<file path="src/rtl/echo_display_scan_ctrl_pkg.sv">
// -----------------------------------------------------------------------------
// echo_display_scan_ctrl_pkg
// Shared definitions for the multiplexed 7-segment scan controller:
//   SYM_W      - symbol width seen by the shared decoder (S1..S5, S1 = MSB)
//   BLANK_SYM  - symbol loaded into the shadow and active buffers at reset
//   state_t    - scan FSM encoding (IDLE / BLANK / SHOW)
//   clog2()    - ceiling log2, used to size address and counter fields
// -----------------------------------------------------------------------------
package echo_display_scan_ctrl_pkg;

   localparam int SYM_W = 5;
   localparam logic [SYM_W-1:0] BLANK_SYM = '0;

   typedef enum logic [1:0] {
      IDLE  = 2'd0,
      BLANK = 2'd1,
      SHOW  = 2'd2
   } state_t;

   // Smallest r with 2**r >= n.
   function automatic int clog2(input int n);
      int r;
      r = 0;
      for (int i = 0; i < 31; i++) begin
         if ((1 << i) < n) r = i + 1;
      end
      return r;
   endfunction

endpackage

</file>
<file path="src/rtl/echo_display_scan_ctrl_timer.sv">
// -----------------------------------------------------------------------------
// echo_scan_timer
// Dwell counter for the scan FSM. A load pulse starts a dwell of either
// SHOW_CYCLES (sel_show=1) or BLANK_CYCLES (sel_show=0); done is high during
// the last cycle of that dwell.
// Ports:
//   clk, rst_n  - clock, synchronous active-low reset
//   load        - start a new dwell at this edge
//   sel_show    - dwell length select for the load (1 = SHOW, 0 = BLANK)
//   done        - last cycle of the current dwell
// -----------------------------------------------------------------------------
module echo_scan_timer
   import echo_display_scan_ctrl_pkg::*;
#(
   parameter int SHOW_CYCLES  = 1000,
   parameter int BLANK_CYCLES = 8
)(
   input  logic clk,
   input  logic rst_n,
   input  logic load,
   input  logic sel_show,
   output logic done
);

   localparam int MAX_CYCLES = (SHOW_CYCLES > BLANK_CYCLES) ? SHOW_CYCLES : BLANK_CYCLES;
   localparam int CNT_W      = clog2(MAX_CYCLES + 1);

   // The counter holds "cycles remaining after this one", so a dwell of N
   // cycles is loaded as N-1 and done is simply count == 0.
   localparam logic [CNT_W-1:0] SHOW_LOAD  = CNT_W'(SHOW_CYCLES - 1);
   localparam logic [CNT_W-1:0] BLANK_LOAD = CNT_W'(BLANK_CYCLES - 1);

   logic [CNT_W-1:0] cnt;

   always_ff @(posedge clk) begin
      if (!rst_n) begin
         cnt <= '0;
      end else if (load) begin
         cnt <= sel_show ? SHOW_LOAD : BLANK_LOAD;
      end else if (cnt != '0) begin
         cnt <= cnt - 1'b1;
      end
   end

   assign done = (cnt == '0);

endmodule

</file>
<file path="src/rtl/echo_display_scan_ctrl.sv">
// -----------------------------------------------------------------------------
// echo_display_scan_ctrl
// Time-multiplexes one shared 7-segment symbol decoder across N_DIGITS
// common-select digits. Each digit visit is BLANK_CYCLES of all-digits-off
// followed by SHOW_CYCLES with that digit lit. Upstream writes land in a
// shadow buffer; the shadow is copied to the active (displayed) buffer only
// at frame boundaries, or continuously while the scan is disabled.
// Ports:
//   clk, rst_n  - clock, synchronous active-low reset
//   en          - scan enable; 0 forces all digits off and parks at IDLE
//   wr_valid/wr_ready/wr_addr/wr_sym - shadow buffer write port
//   wr_err      - one-cycle pulse after an accepted out-of-range write
//   sym_out     - symbol to the shared decoder, stable over BLANK+SHOW
//   digit_en    - one-hot digit select, zero while blanking or idle
//   scan_idx    - digit currently being serviced
//   frame_tick  - one-cycle pulse when scan_idx wraps to 0
//   fsm_state   - current scan state (IDLE/BLANK/SHOW encoding)
//
// Write handshake: a write transfers on every rising edge where wr_valid and
// wr_ready are both high; wr_valid may be held across stalled cycles and the
// write fields must be stable while wr_valid is high. wr_ready is low only in
// the cycle that frame_tick is high.
// -----------------------------------------------------------------------------
module echo_display_scan_ctrl
   import echo_display_scan_ctrl_pkg::*;
#(
   parameter int N_DIGITS     = 4,
   parameter int SHOW_CYCLES  = 1000,
   parameter int BLANK_CYCLES = 8
)(
   input  logic                        clk,
   input  logic                        rst_n,
   input  logic                        en,
   input  logic                        wr_valid,
   output logic                        wr_ready,
   input  logic [clog2(N_DIGITS)-1:0]  wr_addr,
   input  logic [SYM_W-1:0]            wr_sym,
   output logic                        wr_err,
   output logic [SYM_W-1:0]            sym_out,
   output logic [N_DIGITS-1:0]         digit_en,
   output logic [clog2(N_DIGITS)-1:0]  scan_idx,
   output logic                        frame_tick,
   output logic [1:0]                  fsm_state
);

   localparam int AW = clog2(N_DIGITS);
   localparam logic [N_DIGITS-1:0] DIGIT0 = N_DIGITS'(1);

   state_t           state;
   logic [SYM_W-1:0] shadow     [N_DIGITS];
   logic [SYM_W-1:0] active     [N_DIGITS];
   logic [SYM_W-1:0] commit_val [N_DIGITS];
   logic             dirty;

   logic             wr_fire;
   logic             wr_in_range;
   logic             last_idx;
   logic [AW-1:0]    next_idx;
   logic             frame_wrap;
   logic             commit_now;
   logic             commit_any;
   logic             timer_load;
   logic             timer_sel_show;
   logic             timer_done;

   assign wr_fire     = wr_valid & wr_ready;
   assign wr_in_range = wr_fire && (32'(wr_addr) < 32'(N_DIGITS));

   assign last_idx   = (scan_idx == AW'(N_DIGITS - 1));
   assign next_idx   = last_idx ? '0 : scan_idx + 1'b1;
   assign frame_wrap = en && (state == SHOW) && timer_done && last_idx;

   // Commits happen at the frame boundary and on every disabled cycle, so the
   // next enable always starts from current data.
   assign commit_now = !en || frame_wrap;
   assign commit_any = commit_now && (dirty || wr_in_range);

   // A write accepted on the same edge as a commit is folded into the copy
   // instead of being lost between shadow and active.
   always_comb begin
      for (int i = 0; i < N_DIGITS; i++) begin
         commit_val[i] = (wr_in_range && (wr_addr == AW'(i))) ? wr_sym : shadow[i];
      end
   end

   // Timer reload on every entry into BLANK or SHOW.
   assign timer_load     = en && ((state == IDLE) || (state != IDLE && timer_done));
   assign timer_sel_show = (state == BLANK);

   echo_scan_timer #(
      .SHOW_CYCLES  (SHOW_CYCLES),
      .BLANK_CYCLES (BLANK_CYCLES)
   ) u_timer (
      .clk      (clk),
      .rst_n    (rst_n),
      .load     (timer_load),
      .sel_show (timer_sel_show),
      .done     (timer_done)
   );

   // Shadow / active buffers.
   always_ff @(posedge clk) begin
      if (!rst_n) begin
         for (int i = 0; i < N_DIGITS; i++) begin
            shadow[i] <= BLANK_SYM;
            active[i] <= BLANK_SYM;
         end
         dirty <= 1'b0;
      end else begin
         if (wr_in_range) shadow[wr_addr] <= wr_sym;
         if (commit_any) begin
            for (int i = 0; i < N_DIGITS; i++) active[i] <= commit_val[i];
            dirty <= 1'b0;
         end else if (wr_in_range) begin
            dirty <= 1'b1;
         end
      end
   end

   // Scan FSM with registered outputs.
   always_ff @(posedge clk) begin
      if (!rst_n) begin
         state      <= IDLE;
         digit_en   <= '0;
         scan_idx   <= '0;
         sym_out    <= BLANK_SYM;
         frame_tick <= 1'b0;
         wr_err     <= 1'b0;
         wr_ready   <= 1'b1;
      end else begin
         frame_tick <= frame_wrap;
         wr_ready   <= !frame_wrap;
         wr_err     <= wr_fire && !wr_in_range;
         if (!en) begin
            state    <= IDLE;
            digit_en <= '0;
            scan_idx <= '0;
         end else begin
            case (state)
               IDLE: begin
                  state    <= BLANK;
                  digit_en <= '0;
                  scan_idx <= '0;
                  sym_out  <= active[0];
               end
               BLANK: begin
                  if (timer_done) begin
                     state    <= SHOW;
                     digit_en <= DIGIT0 << scan_idx;
                  end
               end
               SHOW: begin
                  if (timer_done) begin
                     state    <= BLANK;
                     digit_en <= '0;
                     scan_idx <= next_idx;
                     // sym_out only moves on BLANK entry; at the wrap it must
                     // see the buffer being committed on this same edge.
                     if (last_idx) sym_out <= commit_any ? commit_val[0] : active[0];
                     else          sym_out <= active[next_idx];
                  end
               end
               default: begin
                  state    <= IDLE;
                  digit_en <= '0;
               end
            endcase
         end
      end
   end

   assign fsm_state = state;

endmodule

</file>
<file path="config.mk">
export PLATFORM = sky130hd
export DESIGN_NAME = echo_display_scan_ctrl
export DESIGN_NICKNAME = d
export VERILOG_FILES = /design/src/rtl/echo_display_scan_ctrl_pkg.sv /design/src/rtl/echo_display_scan_ctrl_timer.sv /design/src/rtl/echo_display_scan_ctrl.sv
export SDC_FILE = /design/constraint.sdc
export NUM_CORES = 1
export LEC_CHECK = 0
export CAP_MARGIN = 20
export CELL_PAD_IN_SITES_DETAIL_PLACEMENT = 0
export CELL_PAD_IN_SITES_GLOBAL_PLACEMENT = 1
export CORE_MARGIN = 4
export CORE_UTILIZATION = 40
export CTS_CLUSTER_SIZE = 16
export DETAILED_ROUTE_END_ITERATION = 10
export PLACE_DENSITY = 0.79
export SLEW_MARGIN = 10
export SYNTH_ARGS = -nofsm -noshare
export SYNTH_HDL_FRONTEND = slang
export SYNTH_SLANG_ARGS = --single-unit
</file>
<file path="constraint.sdc">
create_clock -name clk -period 6.7 [get_ports clk]
set_input_delay 1.005 -clock clk [delete_from_list [all_inputs] [get_ports clk]]
set_output_delay 1.005 -clock clk [all_outputs]
set_load 0.05 [all_outputs]
</file>
[Word level (Yosys, flattened, before mapping)]
Memory sizes are Yosys's and may differ from the RTL's.
Index checks and enable logic that the tools add are counted.
Word-level totals
  memory bits (writable): 40
  bits of input ports: 11
  flip-flop bits (word level): 26
  memories kept: 2
  logic and storage cells: 89
  output and inout bits: 16
Cells by class
  reduce and logical (&&, ||, !) cells: 28
  bitwise operators: 6
  multiplexer cells: 34
  add/subtract/negate cells: 2
  eq/ne operators: 8
  shift operators: 1
Memories
  active: depth 4, bits a word 5, read ports 2, clocked after memory_dff 0, write ports 4, line echo_display_scan_ctrl.sv:51  | logic [SYM_W-1:0] active [N_DIGITS];
  shadow: depth 4, bits a word 5, read ports 4, clocked after memory_dff 0, write ports 4, line echo_display_scan_ctrl.sv:50  | logic [SYM_W-1:0] shadow [N_DIGITS];
Operators by type and width (count)
  $mux 5: 12
  $mux 10: 3
  $logic_and 1x1->1: 10
  $logic_not 10->1: 1
  $mux 2: 5
  $pmux 5 s2: 1
  $reduce_bool 10->1: 1
  $sub 10x1->10 const B: 1
  $eq 2x2->1 const B: 4
  $mux 1: 8
  $mux 4: 2
  $pmux 4 s2: 1
  $pmux 2 s3: 1
  $reduce_and 2->1: 3
  $reduce_bool 2->1: 3
  $reduce_or 5->1: 1
  $eq 2x1->1 const B: 2
  $logic_not 2->1: 2
  $ne 2x2->1 const B: 2
  $or 1x1->1: 4
  $pmux 2 s2: 1
  $shl 1x2->4 const A: 1
  $logic_or 1x1->1: 3
  $reduce_and 3->1: 1
  other kinds (5): 6

[Longest topological paths before layout]
  depth after elaboration: 10
  gate-level depth with buffers: 9
  mapped depth without buffers: 7

[Hierarchy]
From an unflattened synthesis, not the netlist that was laid out.
Second synthesis, totals
  cell total of the unflattened synthesis: 310
  area total of the unflattened synthesis: 3273.1 sq um
By module, submodules not included
  echo_display_scan_ctrl: cells an instance 252, area each 2757.6 sq um, instances 1
  echo_scan_timer: cells an instance 58, area each 515.5 sq um, instances 1

[Worst setup path before layout]
No wires, ideal clock.
  kind: register to register
  from: reg u_timer.cnt[5]
  to: mem active[0][0] (enable)
  path slack: 4238 ps
  data required time: 6323 ps
  period minus slack after synthesis: 2462 ps
  stages on the path, launching flop included: 7
  arrival: 2086 ps
  library setup time: 377 ps
  cell sequence: dfxtp_1 or4_1 buf_2 nor3_4 nand3_2 a21o_1 nand2_1
RTL lines
  from (decl): line echo_display_scan_ctrl_timer.sv:33  | logic [CNT_W-1:0] cnt;
  from (signal assigned): line echo_display_scan_ctrl_timer.sv:39  | cnt <= sel_show ? SHOW_LOAD : BLANK_LOAD;
  from (signal assigned): line echo_display_scan_ctrl_timer.sv:41  | cnt <= cnt - 1'b1;
  to (decl): line echo_display_scan_ctrl.sv:51

==> results.yml <==
global_route:
  grt_pass1_vias: 2205
  grt_pass1_wl_um: 11000
  antenna_found_initial: 0
  overflow: 0
  grt_max_degree: 23
  gr-usage-all-layers: 0.143
outcome:
  status: "finished clean"
cts:
  cts.sinks: 66
  clkTransAtPathRegs_ns: 0.07
  cts_tree: "yes"
  cts_hold_buf: 0
  clock_latency_ns: 0.35
  cts_resized: 0
  numCtsBuffers: 9
  post_cts.repair.setup_buffers: 0
  htreeDepth: 3
  cts_root_buf: "clkbuf_8"
  clock_path_buffers: 2
pwr:
  leakage_nw: 1.42
  power_switching_uw: 398
  peakVddDrop_v: 0.000124
  power_frac_clock: 0.256
  netSwitchingFraction: 0.352
  power.total_mw: 1.13
  power.internal_uw: 734
  cellPowerDensity_nw_per_um2: 304
  seq_power_share: 0.452
  power.combinational.fraction: 0.292
logic_synthesis:
  synth-seq-cells: 66
  yosys_most_used_dff: "edfxtp_1"
  avgSynthCellArea_sq_um: 10.4
  synth-seq-area-share: 0.530
  synth_top_area_share: 0.370
  synthArstFlopShare: 0
  syn_nets: 330
  synthTopCellsByArea: "edfxtp_1, dfxtp_1, mux2i_1"
  synth_cell_type_count: 55
  synth_warnings: 0
  yosys.area.top_type: "edfxtp_1"
  synth_area_sq_um: 3250
  syn_inst: 313
  synth_edf_count: 40
cells_and_area:
  fin_nets: 348
  diodes: 0
  fill_cells: 726
  layout_commonest_cell: "nor2_1"
  drive_above_1_share: 0.0744
  areaGrowthSynthToFinish_pct: 14.5
  final_area_sq_um: 3720
  layout_common_cells: "nor2_1, edfxtp_1, dfxtp_1, clkdlybuf4s50_1, mux2i_1"
setup_path:
  critPathArrivalTime_ns: 3.05
  crit_path_start: "u_timer.cnt[5]"
  crit_path_top_delay_cell: "or4_1"
  critical_path.cell_chain: "or4_1 -> nor3_4 -> nand3_2 -> a21o_1 -> nand2_1"
  cp_top_family: "simple AND/OR/NAND/NOR gates"
  critPathKind: "reg -> reg"
  timing.rr.end: "active[1][2]"
  cp_max_fo: 20
  reg2reg_slack_ns: 3.62
  critical_path_buf_inv_count: 0
  worst-r2r-cell-count: 5
  crit_end: "active[1][2]"
  worstReg2RegStart: "u_timer.cnt[5]"
  max_stage_delay_ns: 0.71
  crit_cells: 5
  cp-start-kind: "flop"
  end_kind: "flop"
  crit_required_ns: 6.67
drt:
  dr.pass1.iters: 4
  wire_per_inst_um: 15.0
  drt_wl_total_um: 6590
  num_vias: 2264
  antenna_left: 0
  drcViolationCount: 0
  via_per_inst: 5.17
  first_iter_violations: 112
place:
  post_dp_cell_area_sq_um: 3550
  place_ws_ns: 3.50
  hpwl_um: 4770
  gp_congestion: 0.815
  io_buffers: 25
timing:
  rsz0062_at_grt: "no"
  maxSlewHeadroom: 0.491
  layout_min_cycle_time_ns: 3.08
  finalCritPeriodShare: 0.460
  drv_slew: 0
  tightest_slew_ns: 0.762
  max_freq_mhz: 325
  fin_ws_ns: 3.62
  hold_violations: 0
  final-setup-viol-count: 0
  fin_setup_tns_ns: 0
  finClkSkew_ns: 0.0110
hold_path:
  holdPathStages: 2
  hp-class: "reg -> reg"
job:
  maxCapViolations: 0
floorplanning:
  die_area_sq_um: 9630
  fp.dieH_um: 98.1
  core_sq_um: 7810
  rows: 32
  pin_count: 27
  start_util: 0.416
  die_w_um: 98.1
[worst min path at each step]
stage	endpoint	startpoint	slack (ns)
global route	digit_en[2]	digit_en[2]	0.52
finish	u_timer.cnt[9]	u_timer.cnt[9]	0.49
CTS	u_timer.cnt[9]	u_timer.cnt[9]	0.50
detailed placement	u_timer.cnt[9]	u_timer.cnt[9]	0.49
global placement	u_timer.cnt[9]	u_timer.cnt[9]	0.48
floorplan	u_timer.cnt[9]	u_timer.cnt[9]	0.46
[layer usage]
metal / part of all wire / wire length, um / global-route usage / vias up
met2: 0.48 / 3140 / 0.234 / 46
li1: - / - / - / 1167
met5: 0 / 0 / 0 / -
met3: 0.038 / 252 / 0.0421 / 8
met1: 0.47 / 3120 / 0.180 / 1043
met4: 0.012 / 78 / 0.0504 / 0
[cells in the mapped netlist (5+ instances only)]
cell      instances
a21oi_1          21
buf_1             5
buf_2             5
clkbuf_1          7
dfxtp_1          26
edfxtp_1         40
ha_1              6
inv_1            13
mux2i_1          23
nand2_1          14
nand2b_1          6
nand3_1           5
nor2_1           54
nor2b_1           9
nor3_1            9
[power by group through the flow]
stage / logic, mW / registers [mW] / clock network [mW]
finish: 0.330 / 0.512 / 0.290
global route: 0.369 / 0.519 / 0.314
CTS: 0.331 / 0.512 / 0.298
detailed placement: 0.330 / 0.521 / 0
global placement: 0.328 / 0.519 / 0
floorplan: 0.268 / 0.525 / 0
[sequential cells by signal, indices dropped and copies added (netlist names)]
name / count
active: 20
shadow: 20
u_timer.cnt: 10
sym_out: 5
digit_en: 4
fsm_state: 2
scan_idx: 2
dirty: 1
frame_tick: 1
wr_ready: 1
[kinds of logic (layout without fill, tap and decap cells)]
logic type	after synthesis	count (layout)	share of synthesized area
compound gates	60	60	0.129
xor+xnor	5	5	0.0135
fa+ha+maj	6	6	0.0231
buf+inv	32	55	0.0400
flops	66	66	0.530
mux	28	28	0.0916
other cells	1	1	0.00115
simple gates	115	115	0.172
[per-stage QoR]
stage          hold slack [ns]  instances   util
6_report                 0.494        438  0.476
5_1_grt                  0.521        438  0.476
4_1_cts                  0.501        438  0.476
3_5_place_dp             0.489        422  0.455
3_3_place_gp             0.480        422  0.455
2_1_floorplan            0.463        313      -
[worst reg2reg max path: stages (launching register included)]
cell     delay [ns]
dfxtp_1        0.35
or4_1          0.71
nor3_4         0.67
nand3_2        0.21
a21o_1         0.22
nand2_1        0.54
[final cells by class]
type / instances / area (sq um) / area share
Clock buffer: 10 / 128 / 0.0343
Clock inverter: 6 / 42.5 / 0.0114
Inverter: 14 / 52.6 / 0.0141
Multi-Input combinational cell: 215 / 1400 / 0.376
Sequential cell: 66 / 1720 / 0.463
Tap cell: 102 / 128 / 0.0343
Timing Repair Buffer: 25 / 250 / 0.0673
No activity file was read; power rests on OpenSTA's default activity.
